--- src/rtl/rc_realigner_if.sv ---
// Requester-completion stream bundle: the IP-side RC AXI4-Stream input and the
// realigned user-side output, plus the protocol-error pulse.
interface rc_realigner_if #(
    parameter int DATA_WIDTH  = 256,
    parameter int TUSER_WIDTH = 75
);
    localparam int KW = DATA_WIDTH / 32;

    logic [DATA_WIDTH-1:0]  s_axis_rc_tdata;
    logic                   s_axis_rc_tvalid;
    logic [TUSER_WIDTH-1:0] s_axis_rc_tuser;
    logic [KW-1:0]          s_axis_rc_tkeep;
    logic                   s_axis_rc_tlast;
    logic                   s_axis_rc_tready;

    logic                   m_valid;
    logic                   m_ready;
    logic [DATA_WIDTH-1:0]  m_data;
    logic [KW-1:0]          m_dw_keep;
    logic                   m_last;
    logic [95:0]            m_desc;
    logic                   m_err;
    logic                   proto_err;

    // Realigner side: consumes the RC stream, produces the payload stream.
    modport slave (
        input  s_axis_rc_tdata, s_axis_rc_tvalid, s_axis_rc_tuser,
        input  s_axis_rc_tkeep, s_axis_rc_tlast, m_ready,
        output s_axis_rc_tready, m_valid, m_data, m_dw_keep, m_last,
        output m_desc, m_err, proto_err
    );

    // Environment side: PCIe IP feeding completions, DMA logic draining payload.
    modport master (
        output s_axis_rc_tdata, s_axis_rc_tvalid, s_axis_rc_tuser,
        output s_axis_rc_tkeep, s_axis_rc_tlast, m_ready,
        input  s_axis_rc_tready, m_valid, m_data, m_dw_keep, m_last,
        input  m_desc, m_err, proto_err
    );
endinterface

--- src/rtl/rc_realigner.sv ---
// Strips the 3-DW RC completion descriptor and shifts payload down by 96 bits so
// payload DW0 lands at bit 0; one output register stage with full backpressure.
//
// state  | meaning
// IDLE   | waiting for SOP; non-SOP beats are accepted and dropped
// ACTIVE | mid-packet; each beat emits {tdata[95:0], saved upper DWs}
// FLUSH  | last beat left N-3 DWs in the saver; emit them, input stalled
module rc_realigner #(
    parameter int DATA_WIDTH  = 256,
    parameter int TUSER_WIDTH = 75,
    parameter int SOP_BIT     = 32
) (
    input logic              clk,
    input logic              rst,
    rc_realigner_if.slave    bus
);
    localparam int KW = DATA_WIDTH / 32;
    localparam int R  = KW - 3;
    localparam int SW = DATA_WIDTH - 96;
    localparam int CW = $clog2(KW + 1);

    typedef enum logic [1:0] {IDLE, ACTIVE, FLUSH} state_t;

    state_t                 state, state_nxt;
    logic [CW-1:0]          flush_cnt, flush_nxt;
    logic [SW-1:0]          sv;
    logic [95:0]            desc_q;

    logic                   ld, acc, sop, start;
    logic [CW-1:0]          n_dw;
    logic                   emit, e_last, cap, pe_nxt;
    logic [DATA_WIDTH-1:0]  e_data;
    logic [KW-1:0]          e_keep;
    logic [95:0]            e_desc;

    logic                   m_valid_q, m_last_q, m_err_q, proto_err_q;
    logic [DATA_WIDTH-1:0]  m_data_q;
    logic [KW-1:0]          m_keep_q;
    logic [95:0]            m_desc_q;

    function automatic logic [KW-1:0] dw_mask(input logic [CW-1:0] c);
        dw_mask = '0;
        for (int i = 0; i < KW; i++) dw_mask[i] = (i < int'(c));
    endfunction

    assign ld    = !m_valid_q || bus.m_ready;
    assign bus.s_axis_rc_tready = !rst && ld && (state != FLUSH);
    assign acc   = bus.s_axis_rc_tvalid && bus.s_axis_rc_tready;
    assign sop   = bus.s_axis_rc_tuser[SOP_BIT];
    // An SOP restarts capture from IDLE or ACTIVE alike; FLUSH never accepts.
    assign start = acc && sop;

    always_comb begin
        n_dw = '0;
        for (int i = 0; i < KW; i++) n_dw = n_dw + CW'(bus.s_axis_rc_tkeep[i]);
    end

    always_comb begin
        state_nxt = state;
        flush_nxt = flush_cnt;
        emit      = 1'b0;
        e_data    = '0;
        e_keep    = '0;
        e_last    = 1'b0;
        e_desc    = desc_q;
        cap       = 1'b0;
        pe_nxt    = 1'b0;
        if (start) begin
            cap    = 1'b1;
            pe_nxt = (state == ACTIVE);
            if (!bus.s_axis_rc_tlast) begin
                state_nxt = ACTIVE;
            end else if (n_dw > CW'(3)) begin
                state_nxt = FLUSH;
                flush_nxt = n_dw - CW'(3);
            end else begin
                // Descriptor-only completion: empty terminating beat.
                emit      = 1'b1;
                e_last    = 1'b1;
                e_desc    = bus.s_axis_rc_tdata[95:0];
                state_nxt = IDLE;
            end
        end else begin
            case (state)
                IDLE: ;
                ACTIVE: begin
                    if (acc) begin
                        emit   = 1'b1;
                        e_data = {bus.s_axis_rc_tdata[95:0], sv};
                        e_keep = '1;
                        if (bus.s_axis_rc_tlast) begin
                            if (n_dw > CW'(3)) begin
                                state_nxt = FLUSH;
                                flush_nxt = n_dw - CW'(3);
                            end else begin
                                e_keep    = dw_mask(CW'(R) + n_dw);
                                e_last    = 1'b1;
                                state_nxt = IDLE;
                            end
                        end
                    end
                end
                FLUSH: begin
                    if (ld) begin
                        emit      = 1'b1;
                        e_data    = {96'b0, sv};
                        e_keep    = dw_mask(flush_cnt);
                        e_last    = 1'b1;
                        state_nxt = IDLE;
                    end
                end
                default: state_nxt = IDLE;
            endcase
        end
    end

    always_ff @(posedge clk or posedge rst) begin
        if (rst) begin
            state     <= IDLE;
            flush_cnt <= '0;
        end else begin
            state     <= state_nxt;
            flush_cnt <= flush_nxt;
        end
    end

    always_ff @(posedge clk or posedge rst) begin
        if (rst) begin
            sv          <= '0;
            desc_q      <= '0;
            proto_err_q <= 1'b0;
            m_valid_q   <= 1'b0;
            m_last_q    <= 1'b0;
            m_data_q    <= '0;
            m_keep_q    <= '0;
            m_desc_q    <= '0;
            m_err_q     <= 1'b0;
        end else begin
            proto_err_q <= pe_nxt;
            if (acc) sv <= bus.s_axis_rc_tdata[DATA_WIDTH-1:96];
            if (cap) desc_q <= bus.s_axis_rc_tdata[95:0];
            // Data/keep/desc hold across idle loads; only valid and last drop.
            if (ld) begin
                m_valid_q <= emit;
                m_last_q  <= emit && e_last;
                if (emit) begin
                    m_data_q <= e_data;
                    m_keep_q <= e_keep;
                    m_desc_q <= e_desc;
                    m_err_q  <= (e_desc[15:12] != 4'd0);
                end
            end
        end
    end

    assign bus.m_valid   = m_valid_q;
    assign bus.m_last    = m_last_q;
    assign bus.m_data    = m_data_q;
    assign bus.m_dw_keep = m_keep_q;
    assign bus.m_desc    = m_desc_q;
    assign bus.m_err     = m_err_q;
    assign bus.proto_err = proto_err_q;
endmodule

--- src/flat_wrapper.sv ---
// flat-port wrapper written by rule: the top's interface ports become plain ports
module rc_realigner_flat 
#(
    parameter int DATA_WIDTH  = 256,
    parameter int TUSER_WIDTH = 75,
    parameter int SOP_BIT     = 32
)
  (clk, rst, bus_s_axis_rc_tdata, bus_s_axis_rc_tvalid, bus_s_axis_rc_tuser, bus_s_axis_rc_tkeep, bus_s_axis_rc_tlast, bus_m_ready, bus_s_axis_rc_tready, bus_m_valid, bus_m_data, bus_m_dw_keep, bus_m_last, bus_m_desc, bus_m_err, bus_proto_err);
  rc_realigner_if #(.DATA_WIDTH(DATA_WIDTH), .TUSER_WIDTH(TUSER_WIDTH)) bus_i ();
  input logic clk;
  input logic rst;
  input wire logic [$bits(bus_i.s_axis_rc_tdata)-1:0] bus_s_axis_rc_tdata;
  input wire logic [$bits(bus_i.s_axis_rc_tvalid)-1:0] bus_s_axis_rc_tvalid;
  input wire logic [$bits(bus_i.s_axis_rc_tuser)-1:0] bus_s_axis_rc_tuser;
  input wire logic [$bits(bus_i.s_axis_rc_tkeep)-1:0] bus_s_axis_rc_tkeep;
  input wire logic [$bits(bus_i.s_axis_rc_tlast)-1:0] bus_s_axis_rc_tlast;
  input wire logic [$bits(bus_i.m_ready)-1:0] bus_m_ready;
  output wire logic [$bits(bus_i.s_axis_rc_tready)-1:0] bus_s_axis_rc_tready;
  output wire logic [$bits(bus_i.m_valid)-1:0] bus_m_valid;
  output wire logic [$bits(bus_i.m_data)-1:0] bus_m_data;
  output wire logic [$bits(bus_i.m_dw_keep)-1:0] bus_m_dw_keep;
  output wire logic [$bits(bus_i.m_last)-1:0] bus_m_last;
  output wire logic [$bits(bus_i.m_desc)-1:0] bus_m_desc;
  output wire logic [$bits(bus_i.m_err)-1:0] bus_m_err;
  output wire logic [$bits(bus_i.proto_err)-1:0] bus_proto_err;
  assign bus_i.s_axis_rc_tdata = bus_s_axis_rc_tdata;
  assign bus_i.s_axis_rc_tvalid = bus_s_axis_rc_tvalid;
  assign bus_i.s_axis_rc_tuser = bus_s_axis_rc_tuser;
  assign bus_i.s_axis_rc_tkeep = bus_s_axis_rc_tkeep;
  assign bus_i.s_axis_rc_tlast = bus_s_axis_rc_tlast;
  assign bus_i.m_ready = bus_m_ready;
  assign bus_s_axis_rc_tready = bus_i.s_axis_rc_tready;
  assign bus_m_valid = bus_i.m_valid;
  assign bus_m_data = bus_i.m_data;
  assign bus_m_dw_keep = bus_i.m_dw_keep;
  assign bus_m_last = bus_i.m_last;
  assign bus_m_desc = bus_i.m_desc;
  assign bus_m_err = bus_i.m_err;
  assign bus_proto_err = bus_i.proto_err;
  rc_realigner #(.DATA_WIDTH(DATA_WIDTH), .TUSER_WIDTH(TUSER_WIDTH), .SOP_BIT(SOP_BIT)) u_core (.clk(clk), .rst(rst), .bus(bus_i));
endmodule
--- config.mk ---
export PLATFORM = sky130hd
export DESIGN_NAME = rc_realigner_flat
export DESIGN_NICKNAME = d
export VERILOG_FILES = /design/src/rtl/rc_realigner_if.sv /design/src/rtl/rc_realigner.sv /design/src/flat_wrapper.sv
export SDC_FILE = /design/constraint.sdc
export NUM_CORES = 1
export LEC_CHECK = 0
export BUFFER_PORTS_ARGS = -buffer_cell sky130_fd_sc_hd__buf_2
export CORE_AREA = 3 3 273 275
export CTS_CLUSTER_SIZE = 24
export DETAILED_ROUTE_END_ITERATION = 10
export DIE_AREA = 0 0 276 278
export GPL_TIMING_DRIVEN = 1
export SLEW_MARGIN = 20
export SYNTH_ARGS = -nofsm -noshare
export SYNTH_HDL_FRONTEND = slang
export SYNTH_SLANG_ARGS = --single-unit
export TNS_END_PERCENT = 10
--- constraint.sdc ---
create_clock -name clk -period 36 [get_ports clk]
set_input_delay 1.8 -clock clk [delete_from_list [all_inputs] [get_ports clk]]
set_output_delay 1.8 -clock clk [all_outputs]
set_load 0.03 [all_outputs]
==> flow_summary.toml <==
[timing]
drv_slew = 0
setup_viol = 0
period_needed_ns = 5.68
finalSetupTns_ns = 0
period_share_pct = 15.8
max_freq_mhz = 176
finalHoldViolCount = 0
finClkSkew_ns = 0.0267
rsz0062_at_grt = "no"
slew_headroom_pct = 24.2
worst_slew_pin_slew_ns = 1.14

[clock_tree]
postCtsSetupBuffers = 0
clk_latency_ns = 0.59
cts_hold_buf = 0
cts.clk_slew.worst_paths_ns = 0.05
root_buffer = "clkbuf_16"
clock_path_buffers = 3
cts_sinks = 626
cts_made_buffers = 72
h-tree-depth = 3
cts_tree = "yes"
cts.repair.resized = 0

[place]
hpwl_um = 46100
dp.cells = 3669
io_buffers = 634
gp_congestion = 0.777

[power]
leakagePower_nw = 16.1
netSwitchingFraction_pct = 39.1
p_int_mw = 1.69
comb_power_share_pct = 33.7
clockPowerShare_pct = 25.6
vdd_drop_max_mv = 0.0470
pwr_density_cell_nw_per_um2 = 92.4
pwr-share-seq_pct = 40.7
p_sw_mw = 1.09

[worst_setup_path]
rr_startpoint = "u_core.state[0]"
r2r-end = "u_core.bus.m_desc[7]"
path_common_cell = "fa_1"
path_cells = "buf_2 > ha_1 > inv_1 > fa_1 > fa_1 > fa_1 > inv_1 > fa_1 > or2_2 > o31ai_4 > nand3_4 > buf_4 > o22ai_1 > nor2_1"
cp.required_ns = 36.45
cp-end-kind = "flop"
worst-setup-path-type = "input pin to flop"
startpoint_type = "input pin"
crit_path_end = "u_core.bus.m_desc[87]"
r2r_slack_ns = 31.90
crit_arrival_ns = 6.13
slowest_delay_ns = 0.58
worst-path-buf-inv = 4
crit_start = "bus_s_axis_rc_tkeep[0]"
slowest_stage = "buf_4"
r2r_cells = 9
crit_family = "adder cells"
path_depth = 14
cp_max_fo = 57

[grt]
overflow = 0
grt_max_degree = 188
grt_usage_pct = 18.4
grt_antenna_before_repair = 11
grt_pass1_wl_um = 113000
grt_pass1_vias = 18651

[logic_synthesis]
synth_top_area_share_pct = 65.9
ys.flop_type = "dfrtp_1"
synth_edf_count = 0
yosys_warnings = 0
synth_area_leader_cell = "dfrtp_1"
syn_area_per_cell_um2 = 10.7
ys_seq_area_share_pct = 65.9
synthCells = 2216
synthArstFlopShare_pct = 100
netlist_area_um2 = 23800
syn_nets = 2573
synth.area.top_cells = "dfrtp_1 66%, nand2_1 12%, a22o_1 9.4%, o22ai_1 2.6%, nor3_1 2.1%"
synth-seq-cells = 626
synth_cell_type_count = 42

[cells_and_area]
instances_no_fill = 3801
area_growth_pct = 26.3
multi_input_area_um2 = 7410
regArea_um2 = 15700
drive_above_1_share_pct = 27.6
fill_cells = 7153
nNetsFinal = 3142

[drt]
highest_layer = "met5"
drcViolationCount = 0
vias = 18475
drtAntennaViolNets = 0
wl_met3_um = 6340
wl_um = 72400
wl_met1_um = 30500
drtIter0Drc = 1292
wl_met2_um = 33600
dr.pass1.iters = 5
routed_via_density = 4.86
wl_per_cell_um = 19.1

[worst_hold_path]
min_path_type = "flop to flop"

[floorplanning]
start_util_pct = 32.8
die_h_um = 278
core_region_area_um2 = 72600
io_pins = 709
die_w_um = 276
rows = 99
dieArea_um2 = 76700

[run]
maxCapViolCount = 0

[status]
status = "finished, final reports clean"
## synth_stat cells (all sizes together) (2+ instances only)
master and instances:
a21o 2, nor3 101, dfrtp 626, nor2 102
mux2 6, nor2b 2, clkbuf 103, ha 9
nand3 8, inv 16, o22ai 97, a31oi 4
and3 4, a21oi 9, or2 2, fa 4
nand2b 4, a22o 256, and2 3, nand2 777
a32o 3, a22oi 2, nand4b 2, o21ai 4
buf 57
## cell usage in the layout (no fill, tap or decap), drive strengths merged, types with 3 or more instances in the layout
cell	count
a21oi	9
a22o	256
a31oi	4
a32o	3
and2	3
and3	4
buf	655
clkbuf	105
clkinv	12
dfrtp	626
diode	5
fa	4
ha	9
inv	23
mux2	6
nand2	777
nand2b	4
nand3	8
nor2	102
nor3	101
o21ai	4
o22ai	97
## power groups by stage
stage	Clock (mW)	Sequential (mW)	Combinational [mW]
2_1_floorplan	0	1.43	0.323
3_3_place_gp	0	1.13	0.938
3_5_place_dp	0	1.13	0.950
4_1_cts	0.735	1.13	0.950
5_1_grt	0.763	1.16	1.02
6_report	0.712	1.13	0.934
## state kept, by name, indices dropped and copies added, names as in the netlist
signal                count
u_core.bus.m_err          1
u_core.state              2
u_core.flush_cnt          4
u_core.bus.m_data       256
u_core.bus.m_last         1
u_core.bus.proto_err      1
u_core.bus.m_dw_keep      8
u_core.bus.m_valid        1
u_core.bus.m_desc        96
u_core.desc_q            96
u_core.sv               160
## worst min-delay path by stage
stage	startpoint	to	slack [ns]	depth (start not counted)
after detailed placement	u_core.desc_q[39]	u_core.desc_q[39]	0.46	2
after global placement	u_core.sv[27]	u_core.sv[27]	0.46	2
final	u_core.sv[15]	u_core.sv[15]	0.47	2
after floorplan	u_core.desc_q[0]	u_core.desc_q[0]	0.45	2
after CTS	u_core.sv[29]	u_core.bus.m_data[29]	0.47	1
after global routing	u_core.sv[80]	u_core.sv[80]	0.49	2
## logic make-up (layout without fill, tap and decap cells)
kind of cell | count (synthesis) | in the layout | synth area share (%)
muxes | 6 | 6 | 0.284
buffers and inverters | 176 | 797 | 3.26
adders and majority gates | 13 | 13 | 0.810
AOI/OAI and AO/OA | 384 | 384 | 12.9
and+or+nand+nor | 1009 | 1009 | 16.8
DFF | 626 | 626 | 65.9
xor gates and xnor gates | 2 | 2 | 0.0737
other | 0 | 5 | 0
## stage by stage
step | setup WS [ns] | utilization (%) | total power, mW | hold slack (ns) | area (µm²)
2_1_floorplan | 16.67 | - | 1.75 | 0.446 | 23800
3_3_place_gp | 29.60 | 38.2 | 2.07 | 0.457 | 27700
3_5_place_dp | 29.59 | 38.2 | 2.08 | 0.462 | 27700
4_1_cts | 30.22 | 41.3 | 2.81 | 0.471 | 30000
5_1_grt | 30.05 | 41.4 | 2.94 | 0.487 | 30000
6_report | 30.32 | 41.4 | 2.77 | 0.472 | 30000
## layout make-up
cell class,count,area share (%)
multi-input cells,1414,24.7
repair buffers,655,11.3
well taps,959,4.00
clock buffers,105,6.91
diodes,5,0.0417
inverters,16,0.225
flip-flops and latches,626,52.2
clock inverters,21,0.667
## layer usage
layer  GRT usage [%]  vias to the layer above
li1                -                     8657
met1            24.0                     9041
met3            6.20                      118
met2            28.9                      651
met5               0                        -
met4            6.03                        8
## worst register-to-register path: stages, from the launching register on
cell and delay, ns:
dfrtp_1 0.35, inv_1 0.07, ha_1 0.33, nor2_1 0.30, and3_4 0.62, buf_4 0.71, and3_4 0.54, buf_4 0.77
nor3_1 0.22, nor2_1 0.12
Power figures use the tool's default switching activity.
